===== config.mk =====
export PLATFORM = sky130hd
export DESIGN_NAME = tx_credit_tracker
export DESIGN_NICKNAME = d
export VERILOG_FILES = /design/src/rtl/tx_credit_tracker.sv
export SDC_FILE = /design/constraint.sdc
export NUM_CORES = 1
export LEC_CHECK = 0
export BUFFER_PORTS_ARGS = -buffer_cell sky130_fd_sc_hd__clkbuf_2
export CORE_MARGIN = 2
export CORE_UTILIZATION = 55
export DETAILED_ROUTE_END_ITERATION = 16
export GPL_TIMING_DRIVEN = 0
export PLACE_DENSITY_LB_ADDON = 0.15
export SLEW_MARGIN = 10
export SYNTH_ARGS = -nofsm -noshare
export SYNTH_HDL_FRONTEND = slang
export SYNTH_SLANG_ARGS = --single-unit
export TNS_END_PERCENT = 100

===== constraint.sdc =====
create_clock -name clk -period 6.5 [get_ports clk]
set_input_delay 0.975 -clock clk [delete_from_list [all_inputs] [get_ports clk]]
set_output_delay 0.975 -clock clk [all_outputs]
set_load 0.01 [all_outputs]

===== src/rtl/tx_credit_tracker.sv =====
// tx_credit_tracker: per-VC transmit credit counters with registered may-send vector and sticky error flags
module tx_credit_tracker #(
  parameter int NUM_VCS      = 13,
  parameter int CNT_W        = 8,
  parameter int INIT_CREDITS = 32
) (
  input  logic                     clk,
  input  logic                     rst,
  input  logic                     link_init,
  input  logic [7:0]               credits,
  input  logic                     hi_credits,
  input  logic                     credits_valid,
  input  logic                     consume_valid,
  input  logic [NUM_VCS-1:0]       consume_mask,
  output logic [NUM_VCS-1:0]       credit_avail,
  output logic [NUM_VCS*CNT_W-1:0] credit_count,
  output logic                     underflow_err,
  output logic                     overflow_err
);
  logic [NUM_VCS-1:0] unf, ovf;
  for (genvar v = 0; v < NUM_VCS; v++) begin : g_vc
    logic ret, con, full, empty;
    logic [CNT_W-1:0] cnt, nxt;
    if (v < 8) begin : g_lo
      assign ret = credits_valid & ~hi_credits & credits[v];
    end else begin : g_hi
      assign ret = credits_valid & hi_credits & credits[v-8];
    end
    assign con = consume_valid & consume_mask[v];
    assign full = &cnt;
    assign empty = ~|cnt;
    // a simultaneous return covers the consume, so neither error can fire
    assign ovf[v] = ret & ~con & full;
    assign unf[v] = con & ~ret & empty;
    always_comb nxt = (ret & ~con & ~full) ? cnt + 1'b1 : (con & ~ret & ~empty) ? cnt - 1'b1 : cnt;
    always_ff @(posedge clk) begin
      if (rst || link_init) begin
        cnt <= CNT_W'(INIT_CREDITS);
        credit_avail[v] <= (INIT_CREDITS != 0);
      end else begin
        cnt <= nxt;
        credit_avail[v] <= |nxt;
      end
    end
    assign credit_count[v*CNT_W +: CNT_W] = cnt;
  end
  always_ff @(posedge clk) begin
    if (rst || link_init) begin
      underflow_err <= 1'b0;
      overflow_err <= 1'b0;
    end else begin
      underflow_err <= underflow_err | (|unf);
      overflow_err <= overflow_err | (|ovf);
    end
  end
endmodule


Word-level counts from Yosys, hierarchy flattened
Index checks and enable logic that the tools add are counted.

Register bits: 119. Bits in latches: 0. Bits in writable memories: 0. ROM bits: 0. Input port bits: 27. Output and inout port bits: 119. Logic and storage cells: 283. Memories kept: 0.

Add/sub/neg operators: 26. Multiply operators: 0. Div/mod/pow operators: 0. Magnitude comparators: 0. Eq/ne operators: 0. Shifts and indexed selects: 0. Multiplexer cells: 26. Bitwise operators: 148. Reduce and logical (&&, ||, !) cells: 55.

Operators by type and width (count): two-way mux 8 bit (26); OR reduction 8 bit (26); AND 1 bit (106); adder 8 x 1 -> 8 bit (second input constant) (13); AND reduction 8 bit (13); subtractor 8 x 1 -> 8 bit (second input constant) (13); inverter 1 bit (40); OR reduction 13 bit (2); zero test 1 bit (13); OR 1 bit (2); logical OR 1 bit (1).

Depth between registers and ports, before layout
Gate-level depths: netlist of run 1.

Word-level depth: 9. Gate-level depth with buffers: 9. Gate-level depth less buffers: 8.

Worst setup path before layout of run 1
Ideal clock, no wire load.

Path type: input -> register. Start point: input port credits_valid. End point: register credit_avail[6]. Setup time: 133 ps. Arrival: 2822 ps. Required time: 6367 ps. Path slack: 3545 ps. Cell stages on the path: 8. Cells stage by stage: buf_2 buf_2 nand3b_1 or2_1 nor4_1 o21ai_0 a2111oi_0 nand4_1.

Longest elaborated chain between the ends: 8. Elaborated cells between the ends (all ways): 10. Those cells by class: mux: 2; bitwise: 7; reduce/logical: 1.

RTL lines: from (decl) (RTL line 12) `input logic credits_valid,`; AND 1 bit (*) (2 in a row) (RTL line 25) `assign ret = credits_valid & ~hi_credits & credits[v];`; inverter 1 bit (RTL line 35) `always_comb nxt = (ret & ~con & ~full) ? cnt + 1'b1 : (con & ~ret & ~empty) ? cnt - 1'b1 : cnt;`; AND 1 bit (2 in a row) (RTL line 35); two-way mux 8 bit (RTL line 35); two-way mux 8 bit (*) (RTL line 35); OR reduction 8 bit (*) (RTL line 42) `credit_avail[v] <= |nxt;`; to (signal, indexed assignment) (RTL line 39) `credit_avail[v] <= (INIT_CREDITS != 0);`; to (signal, indexed assignment) (RTL line 42); to (decl) (RTL line 15) `output logic [NUM_VCS-1:0] credit_avail,`.

Every way passes the cells marked *; elsewhere a longest branch is shown, timed or not. A chain may end at the register's enable or synchronous reset.

Final worst setup path of run 1
Start point: input port consume_valid. End point: register credit_avail[9].

Longest elaborated chain between the ends: 6. Elaborated cells between the ends (all ways): 9. Those cells by class: mux: 2; bitwise: 6; reduce/logical: 1.

RTL lines: from (decl) (RTL line 13) `input logic consume_valid,`; AND 1 bit (*) (RTL line 29) `assign con = consume_valid & consume_mask[v];`; AND 1 bit / inverter 1 bit (equally long branches) (RTL line 35); AND 1 bit (RTL line 35); two-way mux 8 bit / AND 1 bit (equally long branches) (RTL line 35); two-way mux 8 bit (*) (RTL line 35); OR reduction 8 bit (*) (RTL line 42).

Marked as above.

==> results of run 1 <==
==> registers in the layout, summed over array words and instances, names as in the netlist <==
register and flops:
overflow_err 1, credit_avail 13, g_vc.cnt 104, underflow_err 1
==> layer usage <==
layer / up-vias / share of wire
met1: 4146 / 0.43
li1: 4386 / -
met3: 59 / 0.079
met2: 371 / 0.46
met4: 0 / 0.030
met5: - / 0
==> area by class of cell <==
class	instances	area (µm²)
multi-input combinational	868	5690
fill	1386	5150
sequential	119	2380
timing repair buffer	144	721
clock buffer	22	474
tap	188	235
buffer	50	209
inverter	40	150
clock inverter	10	77.6
==> cell usage in the layout (no fill, tap or decap), types with 11 or more instances in the layout <==
master and n:
xnor2_1 42, nand4_1 31, nor3_1 41, mux2i_1 14, xor2_1 19, or4_1 18, o21ai_0 27, a22oi_1 13
dfxtp_1 119, nand3_1 46, or3_1 17, and2_1 29, and3_1 43, and4_1 12, nor4_1 25, a21oi_1 33
inv_1 40, nor2_1 129, a211oi_1 21, clkbuf_2 144, o211ai_1 13, a32oi_1 12, o22ai_1 11, clkbuf_1 44
clkbuf_16 17, ha_1 39, nand2_1 71
==> worst paths after layout <==
check | start | to | slack (ps) | depth (start not counted)
worst max register to register | g_vc[3].cnt[0]$_SDFF_PP0_ | credit_avail[3]$_SDFF_PP1_ | 3530 | 9
worst max-delay path | consume_valid | credit_avail[9]$_SDFF_PP1_ | 3020 | 8
worst min register to register | underflow_err$_SDFF_PP0_ | underflow_err$_SDFF_PP0_ | 540 | 2
worst min-delay path | underflow_err$_SDFF_PP0_ | underflow_err$_SDFF_PP0_ | 540 | 2
==> power breakdown <==
group	internal [mW]	total, mW	switching (mW)	leakage (nW)
Sequential	0.754	0.788	0.0339	0.966
Combinational	0.145	0.357	0.212	2.78
Clock	0.549	0.884	0.335	0.279
==> kinds of logic (layout without fill, tap and decap cells) <==
| group | Yosys count | after routing | synth area share |
|---|---|---|---|
| buffers and inverters | 90 | 266 | 0.0426 |
| AO/OA/AOI/OAI | 222 | 222 | 0.194 |
| flip-flops | 119 | 119 | 0.282 |
| AND/OR/NAND/NOR | 530 | 530 | 0.341 |
| multiplexers | 16 | 16 | 0.0193 |
| XOR/XNOR | 61 | 61 | 0.0633 |
| adder cells (fa/ha/maj) | 39 | 39 | 0.0578 |
==> worst max-delay path: stages <==
cell and delay (ps):
clkbuf_2 130, clkbuf_1 510, nand2_1 270, a211oi_1 880, a22oi_1 240, xor2_1 230
nor4bb_1 360, nand4b_1 150
==> stage by stage <==
| step | instances | hold WS (ps) | area (µm²) | utilization |
|---|---|---|---|---|
| 3_5_place_dp | 1409 | 530 | 9390 | 0.622 |
| 2_1_floorplan | 1077 | 533 | 8440 | - |
| 6_report | 1441 | 538 | 9940 | 0.659 |
| 4_1_cts | 1441 | 542 | 9940 | 0.659 |
| 3_3_place_gp | 1409 | 514 | 9390 | 0.622 |
| 5_1_grt | 1441 | 596 | 9940 | 0.659 |
==> reports/qor.yml, run 1 <==
worst_setup_path:
  cp-start-kind: "input pin"
  path_class: "in -> reg"
  endpoint_kind: "flop"
  required_ps: 6790
  cp.arrival_ps: 3770
  cp_max_fo: 10
detailed_routing:
  drt_iter0_drc: 740
  ant_nets: 0
  drc: 0
  routed_via_density: 6.22
  dr.pass1.iters: 5
  dr_total_vias: 8962
  wl_per_cell_um: 17.3
  routed_wl_mm: 25.0
logic_synthesis:
  ys_seq_area_frac: 0.282
  ys_types: 83
  yosys_warnings: 0
  synth_top_area_share: 0.282
  async_flop_share: 0
  synth.most_common_cell: "nor2_1"
  syn_area_um2: 8440
  synthCells: 1077
  yosys_most_used_dff: "dfxtp_1"
  synth_commonest_cells: "nor2_1, dfxtp_1, nand2_1"
  synth_edf_count: 0
  synth.avg_cell_area_um2: 7.83
  syn_nets: 1143
  yosys-top-cells-area: "dfxtp_1, ha_1, nor2_1"
  yosysTopAreaCell: "dfxtp_1"
  ys_ff_latch: 119
clock_tree:
  h-tree-depth: 4
  postCtsHoldBufs: 0
  cts_buffer_depth: 2
  cts_resized: 0
  clk_latency_ps: 420
  post_cts_buffers: 0
  numCtsBuffers: 17
  root_buffer: "clkbuf_16"
  cts_tree: "built"
  path_clk_slew_ps: 50
  cts_sinks: 119
timing:
  fmax_ghz: 0.287
  tightest_slew_ps: 996
  setup_tns_ps: 0
  slew_headroom: 0.332
  post-route-period-util: 0.536
  period_needed_ps: 3480
  skew_ps: 6.93
  setup_ws_ps: 3020
  hold_violations: 0
  final-setup-viol-count: 0
  rsz0062_at_grt: "no"
  slew_violations: 0
hold_path:
  hold_path.class: "reg -> reg"
grt:
  grt-busiest-layer: "met2"
  grt_max_degree: 17
  grt.overflow.total: 0
  grt_pass1_wl_mm: 40.1
  antenna_found_initial: 0
  grt_util_met2: 0.498
  grt_use_met1: 0.396
  grtUsageMet3: 0.0614
  grtUsageTotal: 0.306
  grt_pass1_vias: 8063
placement:
  gp_congestion: 0.969
  portBuffers: 144
  pre_cts_slack_ps: 2630
  hpwl_mm: 18.4
power_and_ir_drop:
  leakage_nw: 4.02
  p_total_mw: 2.03
  ir_worst_vdd_uv: 176
  power_density_nw_per_um2: 204
floorplanning:
  die_area_um2: 16300
  start_util: 0.559
  io_pins: 146
  die_x_um: 128
  coreArea_um2: 15100
  fp.dieH_um: 128
  rows: 45
finish:
  finish.net_count: 1306
  area_delta_synth_final_pct: 17.9
  diodes: 0
  drive_above_1_share: 0.164
run_status:
  outcome: "complete, no violations"
run:
  max_cap_viol_count: 0
(Power assumes the default switching activity.)
==> run 2, diff against run 1 <==
--- a/config.mk
+++ b/config.mk
@@ -7,7 +7,7 @@
 export LEC_CHECK = 0
 export BUFFER_PORTS_ARGS = -buffer_cell sky130_fd_sc_hd__clkbuf_2
 export CORE_MARGIN = 2
-export CORE_UTILIZATION = 55
+export CORE_UTILIZATION = 52
 export DETAILED_ROUTE_END_ITERATION = 16
 export GPL_TIMING_DRIVEN = 0
 export PLACE_DENSITY_LB_ADDON = 0.15
==> constraint.sdc (replaced) <==
create_clock -name clk -period 2.95 [get_ports clk]
set_input_delay 0.4425 -clock clk [delete_from_list [all_inputs] [get_ports clk]]
set_output_delay 0.4425 -clock clk [all_outputs]
set_load 0.01 [all_outputs]
==> run 2 against run 1 <==
Net effect: clock power rose to 2.8 times the previous value; largest power group unchanged; sequential power up 120%; via count down 0.18%; non-clock buffer count unchanged; combinational power up 120%; sequential share of layout area down 0.44 points; count of clock-buffer cells in the layout down 4; core utilization down 2.1 points; final area up 1.9%; flip-flop and latch count unchanged; clock skew up 1.1 ps.
==> reports/qor.yml, run 2 (synthesis gave the netlist of run 1 again) <==
finish:
  final_cell_mix: "clkbuf_2, nor2_1, dfxtp_1"
  drive_above_1_share: 0.168
  largest_reg_flops: 104
  diodes: 0
  fin_util: 0.638
  regMostFlops: "g_vc.cnt"
  reg_top3: "g_vc.cnt: 104 flops, credit_avail: 13 flops"
  area_delta_synth_final_pct: 20.1
  finish.net_count: 1306
  final_common_cell: "clkbuf_2"
  layoutNonFillerInstCount: 1469
timing:
  setup_tns_ps: 0
  tightest_slew_ps: 880
  fmax_ghz: 0.354
  setup_ws_ps: 128
  holdWs_ps: 477
  final-setup-viol-count: 0
  hold_violations: 0
  slew_violations: 0
  skew_ps: 8.07
  slew_headroom: 0.414
  rsz0062_at_grt: "no"
  post-route-period-util: 0.957
  period_needed_ps: 2820
floorplanning:
  rows: 46
  coreArea_um2: 15900
  die_x_um: 131
  io_pins: 146
  die_area_um2: 17300
  fp.dieH_um: 131
  start_util: 0.531
worst_setup_path:
  cp_num_buf_inv: 2
  cp.arrival_ps: 3080
  crit_family: "simple AND/OR/NAND/NOR gates"
  max_stage_delay_ps: 480
  cp-start-kind: "flop"
  endpoint_kind: "flop"
  cp_max_fo: 9
  crit_start: "g_vc[3].cnt[0]$_SDFF_PP0_"
  path_class: "reg -> reg"
  worst_r2r_startpoint: "g_vc[3].cnt[0]$_SDFF_PP0_"
  cp_slowest_cell: "or3b_2"
  crit_chain: "inv_1 > ha_1 > or3b_2 > o211a_1 > buf_2 > and4_1 > or3_1 > a2111oi_1 > nand4_1"
  required_ps: 3200
detailed_routing:
  dr.pass1.iters: 6
  wl_per_cell_um: 17.3
  routed_via_density: 6.09
  ant_nets: 0
  drt_iter0_drc: 741
  routed_wl_mm: 25.5
  dr_total_vias: 8946
  drc: 0
clock_tree:
  root_buffer: "clkbuf_16"
  numCtsBuffers: 17
  path_clk_slew_ps: 60
  cts_buffer_depth: 2
  postCtsHoldBufs: 0
  h-tree-depth: 4
  cts_sinks: 119
  clk_latency_ps: 430
  cts_resized: 0
  cts_tree: "built"
  post_cts_buffers: 0
grt:
  grt_max_degree: 17
  antenna_found_initial: 0
  grt_pass1_vias: 8086
  grt.overflow.total: 0
  grt_pass1_wl_mm: 40.9
  grtUsageTotal: 0.291
power_and_ir_drop:
  p_seq_frac: 0.347
  ir_worst_vdd_uv: 431
  p_int_mw: 3.67
  power.switching_mw: 1.34
  clkPwrFrac: 0.495
  comb_power_share: 0.158
  power_density_nw_per_um2: 494
  switching_share: 0.267
  leakage_nw: 4.08
placement:
  dp_cells: 1437
  portBuffers: 144
  gp_congestion: 0.941
  pre_cts_slack_ps: -297
  hpwl_mm: 18.7
run:
  max_cap_viol_count: 0
hold_path:
  min_from: "link_init"
  hold_path.class: "in -> reg"
run_status:
  outcome: "complete, no violations"
[run 2: cell type report]
| cell class | instances | area (µm²) |
|---|---|---|
| Buffer | 50 | 209 |
| Tap cell | 216 | 270 |
| Clock buffer | 18 | 439 |
| Multi-Input combinational cell | 868 | 5710 |
| Timing Repair Buffer | 144 | 721 |
| Clock inverter | 14 | 253 |
| Sequential cell | 119 | 2380 |
| Inverter | 40 | 150 |
| Fill cell | 1475 | 5750 |
[run 2: stage by stage]
step / cell area [µm²] / total power [mW]
floorplan: 8440 / 2.31
global placement: 9430 / 2.53
detailed placement: 9430 / 2.54
CTS: 10100 / 5.01
global route: 10100 / 5.18
finish: 10100 / 5.00
[run 2: metal layers]
metal / wire length (µm) / global-route usage
met1: 11100 / 0.387
met2: 11400 / 0.455
met3: 2090 / 0.0656
met4: 828 / 0.124
met5: 0 / 0
[run 2: tightest hold or removal path, cell delays in order]
cell	delay (ps)
clkbuf_2	90
or2_2	110
or4_1	120
and2_1	110
[run 2: path summary, 6_finish.rpt]
| kind | slack (ps) | end | cells after the start |
|---|---|---|---|
| setup / recovery | 130 | credit_avail[3]$_SDFF_PP1_ | 9 |
| hold / removal | 480 | g_vc[5].cnt[5]$_SDFF_PP1_ | 4 |
| setup reg to reg | 130 | credit_avail[3]$_SDFF_PP1_ | 9 |
| hold reg to reg | 540 | g_vc[9].cnt[1]$_SDFF_PP0_ | 2 |
[run 2: power groups by stage]
stage          logic (mW)  clock network (mW)  registers (mW)
3_5_place_dp        0.773                   0            1.77
3_3_place_gp        0.766                   0            1.76
6_report            0.792                2.48            1.73
5_1_grt             0.872                2.56            1.74
4_1_cts             0.780                2.49            1.73
2_1_floorplan       0.533                   0            1.78
==> run 3, diff against run 2 <==
--- a/config.mk
+++ b/config.mk
@@ -10,6 +10,7 @@
 export CORE_UTILIZATION = 52
 export DETAILED_ROUTE_END_ITERATION = 16
 export GPL_TIMING_DRIVEN = 0
+export MAX_ROUTING_LAYER = met4
 export PLACE_DENSITY_LB_ADDON = 0.15
 export SLEW_MARGIN = 10
 export SYNTH_ARGS = -nofsm -noshare
==> run 3 against run 2 <==
Net effect: power shrank 8.0%; first-iteration DRC count shrank 10%; count of clock-buffer cells in the layout is the same; via count shrank 1.1%; maximum frequency shrank 1.7%; critical path depth is the same.
==> reports/qor.yml, run 3 (synthesis gave the netlist of run 1 again) <==
worst_setup_path:
  cp.arrival_ps: 3120
  reg2reg_depth: 9
  cp_max_fo: 9
  crit_start: "g_vc[3].cnt[0]$_SDFF_PP0_"
  cp-start-kind: "flop"
  worst_r2r_startpoint: "g_vc[3].cnt[0]$_SDFF_PP0_"
  path_class: "reg -> reg"
  timing.rr.end: "credit_avail[3]$_SDFF_PP1_"
  reg2reg_slack_ps: 80
  endpoint_kind: "flop"
  required_ps: 3200
power_and_ir_drop:
  leakage_nw: 4.02
  power_density_nw_per_um2: 459
  ir_worst_vdd_uv: 425
finish:
  design_area_um2: 10000
  regMostFlops: "g_vc.cnt"
  finish.net_count: 1306
  diodes: 0
  final_common_cell: "clkbuf_2"
  drive_above_1_share: 0.167
  reg_top3: "g_vc.cnt: 104 flops, credit_avail: 13 flops"
  area_delta_synth_final_pct: 18.8
  final_cell_mix: "clkbuf_2, nor2_1, dfxtp_1"
  largest_reg_flops: 104
detailed_routing:
  ant_nets: 0
  drc: 0
  routed_via_density: 6.02
  dr_total_vias: 8848
  drt_iter0_drc: 666
  routed_wl_mm: 25.0
  dr.pass1.iters: 7
  wl_per_cell_um: 17.0
clock_tree:
  cts_buffer_depth: 2
  cts_sinks: 119
  path_clk_slew_ps: 60
  h-tree-depth: 4
  numCtsBuffers: 17
  postCtsHoldBufs: 0
  root_buffer: "clkbuf_16"
  cts_tree: "built"
  clk_latency_ps: 420
  cts_resized: 0
  post_cts_buffers: 0
grt:
  antenna_found_initial: 0
  grt_max_degree: 17
  grt.overflow.total: 0
  grt_pass1_wl_mm: 40.2
  grtUsageTotal: 0.292
  grt_pass1_vias: 8016
placement:
  gp_congestion: 0.962
  hpwl_mm: 18.6
  portBuffers: 144
  dpl_cell_area_um2: 9430
hold_path:
  min_from: "rst"
  hold_path_depth: 4
  hold_end: "g_vc[5].cnt[5]$_SDFF_PP1_"
  hold_path.class: "in -> reg"
timing:
  post-route-period-util: 0.974
  slew_headroom: 0.405
  fmax_ghz: 0.348
  rsz0062_at_grt: "no"
  skew_ps: 6.91
  holdWs_ps: 486
  period_needed_ps: 2870
  hold_violations: 0
  tightest_slew_ps: 890
  slew_violations: 0
  final-setup-viol-count: 0
run_status:
  outcome: "complete, no violations"
floorplanning:
  io_pins: 146
  fp.dieH_um: 131
  rows: 46
  die_area_um2: 17300
  start_util: 0.531
  coreArea_um2: 15900
  die_x_um: 131
run:
  max_cap_viol_count: 0
-- run 3: cell types whose count changed in the layout (fill, tap and decap cells not counted), sizes merged --
cell | before | now
bufinv | 7 | 2
clkinv | 4 | 7
inv | 40 | 41
clkinvlp | 3 | 4
-- run 3: power by group --
part	total, mW	internal [mW]	switching [mW]
Sequential	1.73	1.66	0.0728
Clock	2.08	1.27	0.814
Combinational	0.787	0.321	0.466
-- run 3: area by class of cell --
class / count / area, µm²
fillers: 1468 / 5860
multi-input cells: 868 / 5700
flip-flops and latches: 119 / 2380
repair buffers: 144 / 721
clock buffers: 18 / 439
well taps: 216 / 270
plain buffers: 50 / 209
clock inverters: 14 / 153
inverters: 40 / 150
-- run 3: per-layer routing --
| metal | vias up | part of all wire | GRT usage |
|---|---|---|---|
| met5 | - | 0 | - |
| met4 | 0 | 0.021 | 0.108 |
| met3 | 46 | 0.075 | 0.0729 |
| met2 | 327 | 0.46 | 0.452 |
| met1 | 4089 | 0.44 | 0.371 |
| li1 | 4386 | - | - |
-- run 3: worst max-delay path by stage --
stage | to | slack, ps
after detailed placement | credit_avail[9]$_SDFF_PP1_ | -370
final | credit_avail[3]$_SDFF_PP1_ | 80
after global routing | credit_avail[3]$_SDFF_PP1_ | 3
after floorplan | credit_avail[2]$_SDFF_PP1_ | 430
after CTS | credit_avail[9]$_SDFF_PP1_ | 20
after global placement | credit_avail[9]$_SDFF_PP1_ | -310
-- run 3: through the flow --
| step | std cells | utilization | setup slack [ps] | total power, mW | TNS [ps] |
|---|---|---|---|---|---|
| final | 1469 | 0.631 | 77.4 | 4.60 | 0 |
| after global routing | 1469 | 0.631 | 3.41 | 4.80 | 0 |
| after CTS | 1469 | 0.631 | 23.0 | 4.62 | 0 |
| after detailed placement | 1437 | 0.593 | -370 | 2.54 | -886 |
| after global placement | 1437 | 0.593 | -308 | 2.53 | -794 |
| after floorplan | 1077 | - | 431 | 2.31 | 0 |
-- run 3: worst max-delay path: stages (launching register included) --
cell and delay [ps]:
dfxtp_1 360, inv_1 140, ha_1 150, or3b_2 490, o211a_1 220, buf_2 170
and4_1 220, or3_1 320, a2111oi_1 450, nand4_1 170
